<file path="config.mk">
export PLATFORM = sky130hd
export DESIGN_NAME = seq_lock_checker_rom
export DESIGN_NICKNAME = d
export VERILOG_FILES = /design/src/rtl/seq_lock_pkg.sv /design/src/rtl/seq_lock_checker_rom.sv
export SDC_FILE = /design/constraint.sdc
export NUM_CORES = 1
export LEC_CHECK = 0
export BUFFER_PORTS_ARGS = -buffer_cell sky130_fd_sc_hd__buf_2
export CAP_MARGIN = 20
export CORE_AREA = 2 2 39 41
export DETAILED_ROUTE_END_ITERATION = 8
export DIE_AREA = 0 0 41 43
export PLACE_DENSITY_LB_ADDON = 0.25
export SYNTH_ARGS = -nofsm -noshare
export SYNTH_HDL_FRONTEND = slang
export SYNTH_SLANG_ARGS = --single-unit
</file>
<file path="constraint.sdc">
create_clock -name vclk -period 0.8
set_input_delay 0.16 -clock vclk [all_inputs]
set_output_delay 0.16 -clock vclk [all_outputs]
set_load 0.03 [all_outputs]
</file>
<file path="src/rtl/seq_lock_pkg.sv">
// Shared constants, stored digit sequences and width helpers for the sequence-lock checker.
package seq_lock_pkg;

    localparam int unsigned DIG_W = 4;

    typedef enum logic [1:0] {
        ST_ENTRY  = 2'd0,
        ST_DONE   = 2'd1,
        ST_LOCKED = 2'd2
    } state_t;

    localparam logic [3:0] SEQ_TAB0 [16] = '{4'd2, 4'd7, 4'd1, 4'd8, 4'd2, 4'd8, 4'd1, 4'd8,
                                             4'd0, 4'd0, 4'd0, 4'd0, 4'd0, 4'd0, 4'd0, 4'd0};
    localparam logic [3:0] SEQ_TAB1 [16] = '{4'd3, 4'd1, 4'd4, 4'd1, 4'd5, 4'd9, 4'd2, 4'd6,
                                             4'd0, 4'd0, 4'd0, 4'd0, 4'd0, 4'd0, 4'd0, 4'd0};

    function automatic logic [3:0] seq_digit(input int unsigned id, input int unsigned idx);
        logic [3:0] d;
        d = 4'd0;
        if (idx < 16) begin
            d = (id == 1) ? SEQ_TAB1[idx[3:0]] : SEQ_TAB0[idx[3:0]];
        end
        return d;
    endfunction

    // Bits needed to hold 0..n.
    function automatic int unsigned idx_w(input int unsigned n);
        return $clog2(n + 1);
    endfunction

    function automatic int unsigned cnt_w(input int unsigned n);
        return (n == 0) ? 1 : $clog2(n + 1);
    endfunction

endpackage

</file>
<file path="src/rtl/seq_lock_checker_rom.sv">
// Combinational two-port read of the selected stored sequence; out-of-range addresses read 0.
module seq_lock_checker_rom
    import seq_lock_pkg::*;
#(
    parameter int unsigned SEQ_LEN = 8,
    parameter int unsigned SEQ_ID  = 0,
    parameter int unsigned SW      = 4
) (
    input  logic [SW-1:0] addr_a,
    input  logic [SW-1:0] addr_b,
    output logic [3:0]    dig_a,
    output logic [3:0]    dig_b
);

    always_comb begin
        dig_a = '0;
        dig_b = '0;
        if (32'(addr_a) < SEQ_LEN) dig_a = seq_digit(SEQ_ID, 32'(addr_a));
        if (32'(addr_b) < SEQ_LEN) dig_b = seq_digit(SEQ_ID, 32'(addr_b));
    end

endmodule

</file>
==> results.json <==
{
  "status": "finished with violations",
  "violations": "negative setup slack",
  "synth.yosys.seq_area_share_pct": 0,
  "synth.distinct_cells": 8,
  "initial_core_util_pct": 16.1,
  "min_path_type": "in2out",
  "drv_cap": 0,
  "drive_gt1_share_pct": 89.8,
  "routed-wl-met3_um": 16,
  "drv_slew": 0,
  "required_ps": 640,
  "crit_start": "addr_a[0]",
  "core_mm2": 0.00138,
  "min_period_ps": 1020,
  "hp-start": "addr_a[3]",
  "first_pass_iters": 1,
  "fmax_ghz": 0.985,
  "fillCellCount": 136,
  "holdPathEnd": "dig_a[1]",
  "post_drt_wl_per_cell_um": 10.5,
  "area_growth_pct": 198,
  "die_area_mm2": 0.00176,
  "wl_met1_um": 219,
  "synthCells": 28,
  "finalSetupViolCount": 8,
  "vias_per_cell": 4.08,
  "tns_ps": -1270,
  "grt_pass1_wl_um": 1010,
  "dp_hpwl_um": 459,
  "drt-initial-drc-count": 0,
  "grt_antenna_before_repair": 0,
  "rows": 14,
  "vias": 265,
  "area.sequential_um2": 0,
  "ir_drop_mv": 0.206,
  "rsz0062_at_grt": "yes",
  "grt-ovfl-total": 0,
  "fin_hold_ws_ps": 653,
  "synth.avg_cell_area_um2": 7.95,
  "slew_headroom_pct": 88.4,
  "grt.total_usage_pct": 8.09,
  "hold_buffers": 0,
  "fin_cells": 65,
  "power_density_mw_per_mm2": 528,
  "crit_type": "in2out",
  "endpoint_kind": "output pin",
  "finalCritPeriodShare_pct": 127,
  "nNetsFinal": 67,
  "dieHeight_um": 43,
  "design.seq.count": 0,
  "syn-num-nets": 44,
  "dp_cells": 61,
  "drc_errors": 0,
  "final_util_pct": 47.9,
  "synth_area_um2": 223,
  "drtAntennaViolNets": 0,
  "power_leakage_nw": 0.282,
  "synth_top_cell_by_area": "ha_1",
  "cp.arrival_ps": 860,
  "wirelength_um": 684,
  "fin_ws_ps": -215,
  "final_cell_mix": "buf_6, buf_4, ha_4",
  "port_buffers": 16,
  "crit_path_max_fanout": 4,
  "p_total_mw": 0.350,
  "yosys_warnings": 0,
  "grt_max_degree": 6,
  "yosys-top-cells-area": "ha_1, mux2i_1, a21oi_2",
  "critPathLaunchType": "primary input",
  "grt_pass1_vias": 238,
  "top_layer": "met3",
  "route.met2.wl_um": 449,
  "hold_path_depth": 3,
  "n_clock_buffer": 0,
  "tightestPinTransition_ps": 169,
  "io_pins": 16,
  "diodes": 0,
  "final_common_cell": "buf_6",
  "fp.dieW_um": 41,
  "synth_top_area_share_pct": 44.9,
  "final_hold_viol_count": 0,
  "gp_congestion": 0.680
}
[report_power, final]
part	internal, mW	total (mW)	switching, mW
combinational	0.184	0.350	0.167
clock	0	0	0
sequential	0	0	0
total	0.184	0.350	0.167
[what timing repair did]
action,in CTS,in global routing
setup endpoints to repair,8,8
cloned,0,0
pin swaps,10,6
gates resized for setup,40,8
buffers inserted,3,1
[layer usage]
metal  global-route usage [%]  vias to the layer above
met5                        0                        -
met4                        0                        0
met3                        0                        0
met2                     17.8                        5
met1                     7.59                      125
li1                         -                      135
[worst max-delay path, cell delays in order]
cell and delay, ps:
buf_12 110, inv_12 30, ha_4 220, mux2i_2 150, nor2_2 50, buf_6 130
[cells by family after synthesis]
kind of cell | count (synthesis) | share of synthesized area, %
mux | 4 | 18.0
buf+inv | 4 | 6.74
simple gates | 10 | 22.5
fa+ha+maj | 8 | 44.9
compound gates | 2 | 7.87
[final cells by class]
| cell class | count | area (um^2) | area share [%] |
|---|---|---|---|
| inverter | 4 | 65.1 | 9.81 |
| multi-input combinational | 24 | 334 | 50.4 |
| timing repair buffer | 21 | 244 | 36.8 |
| tap | 16 | 20.0 | 3.02 |
[through the flow]
stage          worst slack (ps)  cell area, um^2
5_1_grt                    -246              663
6_report                   -215              663
2_1_floorplan              -129              349
4_1_cts                    -209              619
3_3_place_gp               -374              457
3_5_place_dp               -379              457
[Yosys cell counts]
master   number
inv_1         4
a21oi_2       2
nor2_1        4
nor3b_1       2
mux2i_1       4
ha_1          8
nand2_1       2
or2_1         2
[worst max-delay path by stage]
stage,endpoint,slack (ps),depth (start not counted)
after CTS,dig_b[0],-210,6
final,dig_a[0],-220,6
after detailed placement,dig_b[0],-380,6
after global placement,dig_b[0],-370,6
after global routing,dig_b[0],-250,6
after floorplan,dig_a[0],-130,4
Power figures use the tool's default switching activity.
